==> src/rtl/fft_stage_out_serializer.sv <==
// Captures an ARRAY-lane FFT block on a one-cycle pulse, rounds/saturates each lane and streams one lane per cycle.
// First sample is valid the cycle after capture; stalls hold the outputs; blocks arriving with both banks full are dropped.
module fft_stage_out_serializer #(
  parameter int ARRAY = 16,
  parameter int IN_W  = 25,
  parameter int OUT_W = 14,
  parameter int SHIFT = 9
) (
  input  logic                     clk,
  input  logic                     rstn,
  input  logic                     valid_in,
  input  logic [ARRAY*IN_W-1:0]    din_re,
  input  logic [ARRAY*IN_W-1:0]    din_im,
  output logic                     dout_valid,
  input  logic                     dout_ready,
  output logic signed [OUT_W-1:0]  dout_re,
  output logic signed [OUT_W-1:0]  dout_im,
  output logic [$clog2(ARRAY)-1:0] dout_idx,
  output logic                     dout_last,
  output logic                     blk_drop,
  input  logic                     drop_clr
);
  localparam int CW = $clog2(ARRAY);
  localparam logic [CW-1:0] LAST_LANE = CW'(ARRAY - 1);
  localparam logic signed [IN_W:0] HALF    = (IN_W+1)'(1) << (SHIFT - 1);
  localparam logic signed [IN_W:0] SAT_MAX = (IN_W+1)'(2**(OUT_W-1) - 1);
  localparam logic signed [IN_W:0] SAT_MIN = ~SAT_MAX;

  localparam logic [0:0] ST_IDLE   = 1'b0;
  localparam logic [0:0] ST_STREAM = 1'b1;

  // Round half up then saturate; IN_W+1 bits keeps the rounding add from overflowing.
  function automatic logic signed [OUT_W-1:0] rnd_sat(input logic [IN_W-1:0] x);
    logic signed [IN_W:0] s;
    s = {x[IN_W-1], x};
    s = (s + HALF) >>> SHIFT;
    if (s > SAT_MAX)
      return SAT_MAX[OUT_W-1:0];
    else if (s < SAT_MIN)
      return SAT_MIN[OUT_W-1:0];
    else
      return s[OUT_W-1:0];
  endfunction

  logic signed [OUT_W-1:0] rnd_re [ARRAY];
  logic signed [OUT_W-1:0] rnd_im [ARRAY];
  logic signed [OUT_W-1:0] bank_re [2][ARRAY];
  logic signed [OUT_W-1:0] bank_im [2][ARRAY];

  logic [0:0]    state;
  logic [1:0]    full, full_nxt;
  logic          wr_bank, rd_bank, rd_nxt;
  logic [CW-1:0] cnt, cnt_nxt;
  logic          hs, last_hs, wr_free, cap, drop, valid_nxt, byp;

  always_comb begin
    for (int i = 0; i < ARRAY; i++) begin
      rnd_re[i] = rnd_sat(din_re[i*IN_W +: IN_W]);
      rnd_im[i] = rnd_sat(din_im[i*IN_W +: IN_W]);
    end
  end

  assign dout_valid = (state == ST_STREAM);
  assign dout_idx   = cnt;
  assign hs         = dout_valid & dout_ready;
  assign last_hs    = hs & (cnt == LAST_LANE);
  // The read bank becomes writable in the very cycle its final sample leaves.
  assign wr_free    = ~full[wr_bank] | (last_hs & (wr_bank == rd_bank));
  assign cap        = valid_in & wr_free;
  assign drop       = valid_in & ~wr_free;
  assign rd_nxt     = rd_bank ^ last_hs;
  assign byp        = cap & (wr_bank == rd_nxt);

  always_comb begin
    full_nxt = full;
    if (last_hs) full_nxt[rd_bank] = 1'b0;
    if (cap)     full_nxt[wr_bank] = 1'b1;
  end

  always_comb begin
    cnt_nxt = cnt;
    if (last_hs)
      cnt_nxt = '0;
    else if (hs)
      cnt_nxt = cnt + CW'(1);
  end

  assign valid_nxt = full_nxt[rd_nxt];

  always_ff @(posedge clk or negedge rstn) begin
    if (!rstn) begin
      state     <= ST_IDLE;
      full      <= '0;
      wr_bank   <= 1'b0;
      rd_bank   <= 1'b0;
      cnt       <= '0;
      dout_re   <= '0;
      dout_im   <= '0;
      dout_last <= 1'b0;
      blk_drop  <= 1'b0;
    end else begin
      state   <= valid_nxt ? ST_STREAM : ST_IDLE;
      full    <= full_nxt;
      rd_bank <= rd_nxt;
      cnt     <= cnt_nxt;
      if (cap) wr_bank <= ~wr_bank;
      // Freshly captured data bypasses the bank so lane 0 appears the next cycle.
      if (valid_nxt) begin
        dout_re <= byp ? rnd_re[cnt_nxt] : bank_re[rd_nxt][cnt_nxt];
        dout_im <= byp ? rnd_im[cnt_nxt] : bank_im[rd_nxt][cnt_nxt];
      end else begin
        dout_re <= '0;
        dout_im <= '0;
      end
      dout_last <= valid_nxt & (cnt_nxt == LAST_LANE);
      if (drop)
        blk_drop <= 1'b1;
      else if (drop_clr)
        blk_drop <= 1'b0;
    end
  end

  always_ff @(posedge clk) begin
    if (cap) begin
      for (int i = 0; i < ARRAY; i++) begin
        bank_re[wr_bank][i] <= rnd_re[i];
        bank_im[wr_bank][i] <= rnd_im[i];
      end
    end
  end

endmodule
==> config.mk <==
export PLATFORM = sky130hd
export DESIGN_NAME = fft_stage_out_serializer
export DESIGN_NICKNAME = d
export VERILOG_FILES = /design/src/rtl/fft_stage_out_serializer.sv
export SDC_FILE = /design/constraint.sdc
export NUM_CORES = 2
export LEC_CHECK = 0
export CAP_MARGIN = 20
export CORE_AREA = 2 2 326 328
export DETAILED_ROUTE_END_ITERATION = 16
export DIE_AREA = 0 0 328 330
export PLACE_DENSITY_LB_ADDON = 0.25
export SETUP_SLACK_MARGIN = 0.5
export SYNTH_ARGS = -nofsm -noshare
export SYNTH_HDL_FRONTEND = slang
export SYNTH_SLANG_ARGS = --single-unit
==> constraint.sdc <==
create_clock -name clk -period 44.1 [get_ports clk]
set_input_delay 6.615 -clock clk [delete_from_list [all_inputs] [get_ports clk]]
set_output_delay 6.615 -clock clk [all_outputs]
set_load 0.01 [all_outputs]
* Word level (Yosys, flattened, before mapping)
Memory sizes are Yosys's and may differ from the RTL's. Index checks and enable logic that the tools add are counted.
Storage, ports and cells: bits in writable memories 896, memories kept 2, word-level logic and storage cells 234, bits in registers 39, memory bits (read-only) 0, latch bits 0, output and inout port bits 35, input port bits 805
Operators by class: muxes and demuxes 97, div/mod/pow operators 0, reductions and logical operators 3, multiply operators 0, bitwise operators 16, equal/unequal tests 4, magnitude comparators 70, add/sub/neg operators 33, shift operators 0
Memories:
- bank_im | depth 2, bits a word 224, read ports 1, clocked after Yosys merged registers in 0, wr ports 1, line 48 | logic signed [OUT_W-1:0] bank_im [2][ARRAY];
- bank_re | depth 2, bits a word 224, read ports 1, clocked after Yosys merged registers in 0, wr ports 1, line 47 | logic signed [OUT_W-1:0] bank_re [2][ARRAY];
Operators by type and width (number):
- $mux 14 | 76
- $add 25x10->26 const B | 32
- $gt 17x14->1 const B | 32
- $lt 17x14->1 const B | 32
- $bmux 14 s4 | 4
- $mux 1 | 11
- $eq 4x4->1 const B | 2
- $mux 4 | 2
- $and 1x1->1 | 7
- $lt 1x2->1 const B | 3
- $ge 5x5->1 const B | 1
- $not 4->5 | 1
- $add 4x1->4 const B | 1
- $mux 2 | 2
- $not 1->1 | 3
- $and 2x2->2 | 1
- $demux 1 s1 | 2
- $eq 1x1->1 | 2
- $ge 1x1->1 const B | 2
- $logic_and 1x1->1 | 2
- $not 2->2 | 1
- $or 2x2->2 | 1
- $reduce_bool 2->1 | 1
- $or 1x1->1 | 1
- $xor 1x1->1 | 1

* Logic depth before layout (Yosys ltp)
word-level depth 12, depth in mapped cells 15

* Worst setup path after synthesis
Ideal clock, no wire load.
kind input port to flip-flop, start point input port dout_ready, end point register wr_bank, cell stages on the path 7, slack 13.290 ns, arrival 30.613 ns, path buffers 3, path through buf_2 nand2_1 clkbuf_1 or3_1 clkbuf_1 a21oi_1 o21bai_1
On the way: cells in the longest elaborated chain, start to end 5
Ends and longest elaborated chain:
- start, declared | line 15 | input logic dout_ready,
- $and 1x1->1 | line 65 | assign hs = dout_valid & dout_ready;
- $and 1x1->1 | line 66 | assign last_hs = hs & (cnt == LAST_LANE);
- $and 1x1->1 | line 68 | assign wr_free = ~full[wr_bank] | (last_hs & (wr_bank == rd_bank));
- $or 1x1->1 | line 68
- $and 1x1->1 | line 69 | assign cap = valid_in & wr_free;
- end signal, assigned | line 106 | if (cap) wr_bank <= ~wr_bank;
- end, declared | line 52 | logic wr_bank, rd_bank, rd_nxt;
Every way passes these cells. A chain may end at the register's enable or synchronous reset.

* Final worst setup path
start point input port dout_ready, end point register dout_re[9]
On the way: cells in the longest elaborated chain, start to end 9
Ends and longest elaborated chain:
- $and 1x1->1 * | line 65
- $and 1x1->1 / $mux 4 (equally long branches) | line 66, 84
- $xor 1x1->1, or another cell as far along | line 71 | assign rd_nxt = rd_bank ^ last_hs;
- $mem_v2 2x224, or another cell as far along
- $bmux 14 s4 / $and 1x1->1 (equally long branches) | line 109, 69
- $mux 14 (implied by the code) / $mux 2 (equally long branches) | line 109, 77
- $mux 14 (implied by the code) / $mux 1 (equally long branches) | line 109, 88
- $mux 14 / $mux 1 (equally long branches) | line 109, 88
- $mux 14 * | line 108 | if (valid_nxt) begin
- end signal, assigned | line 109 | dout_re <= byp ? rnd_re[cnt_nxt] : bank_re[rd_nxt][cnt_nxt];
- end, declared | line 16 | output logic signed [OUT_W-1:0] dout_re,
Mark *: on every way between the ends. The rest lies on a longest branch, timed or not. The select of a mux whose other input is x is not followed.

==> run summary <==
The run finished with clean final reports. The synthesized area per cell came out at 10.6 um2. The post-placement setup slack came out at 32290 ps. The static leakage power is 21.1 nW. The number of pins with negative max-slew slack in the final report came out at 0. The detailed-route DRC error count came out at 0. The routed length per placed instance is 27.5 um.

The most frequently used flop master after synthesis is sky130_fd_sc_hd__edfxtp_1. The async set-reset flop share out of synthesis came out at 4.17%. Timing would allow up to 0.0884 GHz. The wire length of the first global-routing pass is 278000 um. The starting density of the core came out at 51.4%. Synthesis handed over a netlist of 5052 instances. In this run the tightest slew margin relative to its limit is 23.0%. The H-tree level count is 3. The total nets after synthesis came out at 5890.

The summed instance area of the synthesized netlist is 0.0538 mm2. The maximum fanout along the worst path is 52. The depth of the worst register-to-register path came out at 12. The sequential cell fraction of total power is 33.0%. Yosys printed 0 warnings.

The final-stage net count came out at 6379. The worst hold margin came out at 592 ps. The total routing usage reported by global routing came out at 34.5%.

The final count of hold timing violations is 0. Entering global routing, the biggest net connects 183 pins. The layout filler cell count came out at 8433.

The worst hold path belongs to the class register to register. The setup check on the worst reg-to-reg path leaves a slack of 38210 ps. The logic gate share of total power came out at 41.5%. The switching power share of the total is 40.0%. The class of the most critical setup path is input port to register. The detailed router finished its first iteration with 6460 violations. The startpoint of the worst-slack reg-to-reg timing path is rd_bank$_DFF_PN0_. The placeable core area came out at 0.105 mm2.

After synthesis the netlist holds a flip-flop and latch count of 935. Summed over all nets, the half-perimeter wirelength after detailed placement is 137000 um. The via count of the first global-routing pass came out at 44100. The count of port buffers added during placement came out at 583.

The routed via count is 46500. The final setup slack of the worst path came out at 32780 ps. Once layout is complete, the utilization of the core stands at 61.3%. The worst-case clock skew came out at 27.6 ps.

The multi-input logic area came out at 0.0244 mm2. The clock network latency to the later pin of the worst-skew pair is 680 ps. The clock-pin transition on the worst setup and hold timing paths is 60 ps. The library cell used most frequently in the layout, excluding fill and tap cells, is sky130_fd_sc_hd__edfxtp_1. The worst register-to-register path ends at dout_re[9]$_DFF_PN0_. The share of final-layout standard cells stronger than drive strength 1 is 8.31%. The number of flops mapped to enable cells by yosys came out at 896. The area enclosed by the die boundary is 0.108 mm2. The relative area change from synthesis to final layout came out at 19.2%. In this run, placement finished with an instance count of 6833.

The slew at the pin closest to its max-slew limit came out at 1150 ps. The worst hold path begins at blk_drop$_DFFE_PN0P_. The remaining number of nets flagged by the antenna check after routing is 0. The sequential-to-total area share from yosys stat is 51.8%.

Once layout is complete, the cells apart from fillers number 7013. Internal power comes to 1.93 mW. The clock tree from TritonCTS is done. Setup repair after global routing left no endpoint under its margin. The worst-case vdd ir drop came out at 0.0721 mV. The clock tree root buffer cell is sky130_fd_sc_hd__clkbuf_16. The required time of the worst setup path came out at 44640 ps. Once the clock tree was built, the setup fixing pass inserted 0 buffers. The final RePlAce weighted congestion came out at 0.967. The worst path needs 11320 ps of the cycle, external delays included.

The total of cells resized after clock tree synthesis is 0. In this run, CTS created clock tree buffers numbering 96. The distinct cell type count of the synthesized netlist is 95. The type of element launching the critical path is an input port. The number of search-and-repair iterations in the first detailed-routing pass is 10. The CTS sink count came out at 935. STA puts the critical path data arrival time at 11860 ps.

The net switching power is 1.29 mW. The worst hold path passes through 2 cells. The number of buffers inserted for hold repair after clock tree synthesis is 0. The remaining global-route overflow is 0.

Setup violations remaining at the end of the flow were counted as 0. STA classifies the critical path endpoint as a register. The routed via count divided by cell count came out at 6.62. No sink is reached through more buffers than the 3 on the longest clock path. The site row count came out at 119. The area occupied by registers came out at 0.0279 mm2. Leaving out fill and tap cells, the most frequent cells in the layout are sky130_fd_sc_hd__edfxtp_1, sky130_fd_sc_hd__clkdlybuf4s50_1, sky130_fd_sc_hd__o21ai_0. During I/O placement, the number of pins put on the boundary was 840. The die is 328 um wide. The total negative slack is 0 ps.

The post-route clock period utilization is 25.7%. The die is 330 um tall. The routed wire length is 193000 um.

The total power density per cell area is 50.2 mW/mm2. The max capacitance violation total came out at 0. The sink of the worst hold path is blk_drop$_DFFE_PN0P_. The initial antenna violation count is 5.

In this run, the clock network consumes 25.4% of the power.
Yosys cell counts (all sizes together) (69+ instances only):
cell type	count	area, um2
nand3	257	1290
mux4	88	1980
o22ai	93	582
a21oi	174	878
xnor2	184	1610
inv	119	447
nor2	320	1210
mux2	70	788
clkbuf	207	777
edfxtp	896	26900
xor2	208	1820
nor3	118	602
a31oi	114	713
nand4	131	832
nand2	541	2030
o21ai	545	2740
o221ai	69	604
mux2i	86	861
worst max path at each step:
stage | from | to | slack (ps) | cells after the start
5_1_grt | dout_ready | dout_re[9]$_DFF_PN0_ | 32530 | 13
6_report | dout_ready | dout_re[9]$_DFF_PN0_ | 32780 | 13
4_1_cts | dout_ready | dout_re[4]$_DFF_PN0_ | 32990 | 13
3_3_place_gp | dout_ready | dout_re[0]$_DFF_PN0_ | 32350 | 13
3_5_place_dp | dout_ready | dout_re[9]$_DFF_PN0_ | 32290 | 13
2_1_floorplan | dout_ready | wr_bank$_DFFE_PN0P_ | 13290 | 7
sequential cells by signal (all words and copies together) (netlist names), 2 cells and up:
name,cells
bank_im,448
full,2
bank_re,448
dout_idx,4
dout_re,14
dout_im,14
cell type report:
type	instances	share of cell area, %
clock inverters	52	0.796
well taps	1391	2.71
flip-flops and latches	935	43.5
repair buffers	663	10.1
clock buffers	124	4.07
diodes	3	0.0117
multi-input cells	3725	38.1
inverters	120	0.726
kinds of logic after synthesis:
kind of cell,after synthesis,share of synthesized area [%]
AND/OR/NAND/NOR,1721,15.6
multiplexers,244,6.75
adder cells (fa/ha/maj),33,0.768
AO/OA/AOI/OAI,1335,15.7
buffers and inverters,392,2.96
XOR/XNOR,392,6.38
flip-flops,935,51.8
critical path, stage by stage:
cell	delay, ps
sky130_fd_sc_hd__clkdlybuf4s50_1	650
sky130_fd_sc_hd__nand2_1	360
sky130_fd_sc_hd__nor3_1	440
sky130_fd_sc_hd__nor2_4	110
sky130_fd_sc_hd__inv_8	360
sky130_fd_sc_hd__buf_4	770
sky130_fd_sc_hd__buf_4	760
sky130_fd_sc_hd__nand2_1	130
sky130_fd_sc_hd__a31oi_1	220
sky130_fd_sc_hd__a221oi_1	210
sky130_fd_sc_hd__o21ai_0	680
sky130_fd_sc_hd__nand3_1	160
sky130_fd_sc_hd__a211oi_1	350
metrics by stage:
stage	instance area [um2]	power [mW]
floorplan	53800	1.81
finish	64100	3.22
CTS	64100	3.17
detailed placement	61000	2.36
global route	64100	3.29
global placement	61000	2.35
layer usage:
| metal | GRT usage, % | vias to the layer above | wire (um) |
|---|---|---|---|
| met5 | 0 | - | 94 |
| met4 | 19.9 | 4 | 12800 |
| met3 | 7.82 | 630 | 22100 |
| met2 | 55.5 | 3193 | 88500 |
| met1 | 42.9 | 22200 | 69400 |
| li1 | - | 20400 | - |
power by group through the flow:
stage | sequential [mW] | combinational (mW) | clock (mW)
global route | 1.07 | 1.38 | 0.853
global placement | 1.08 | 1.27 | 0
finish | 1.06 | 1.34 | 0.820
floorplan | 1.09 | 0.726 | 0
detailed placement | 1.08 | 1.28 | 0
CTS | 1.06 | 1.29 | 0.820
Power figures use the tool's default switching activity.
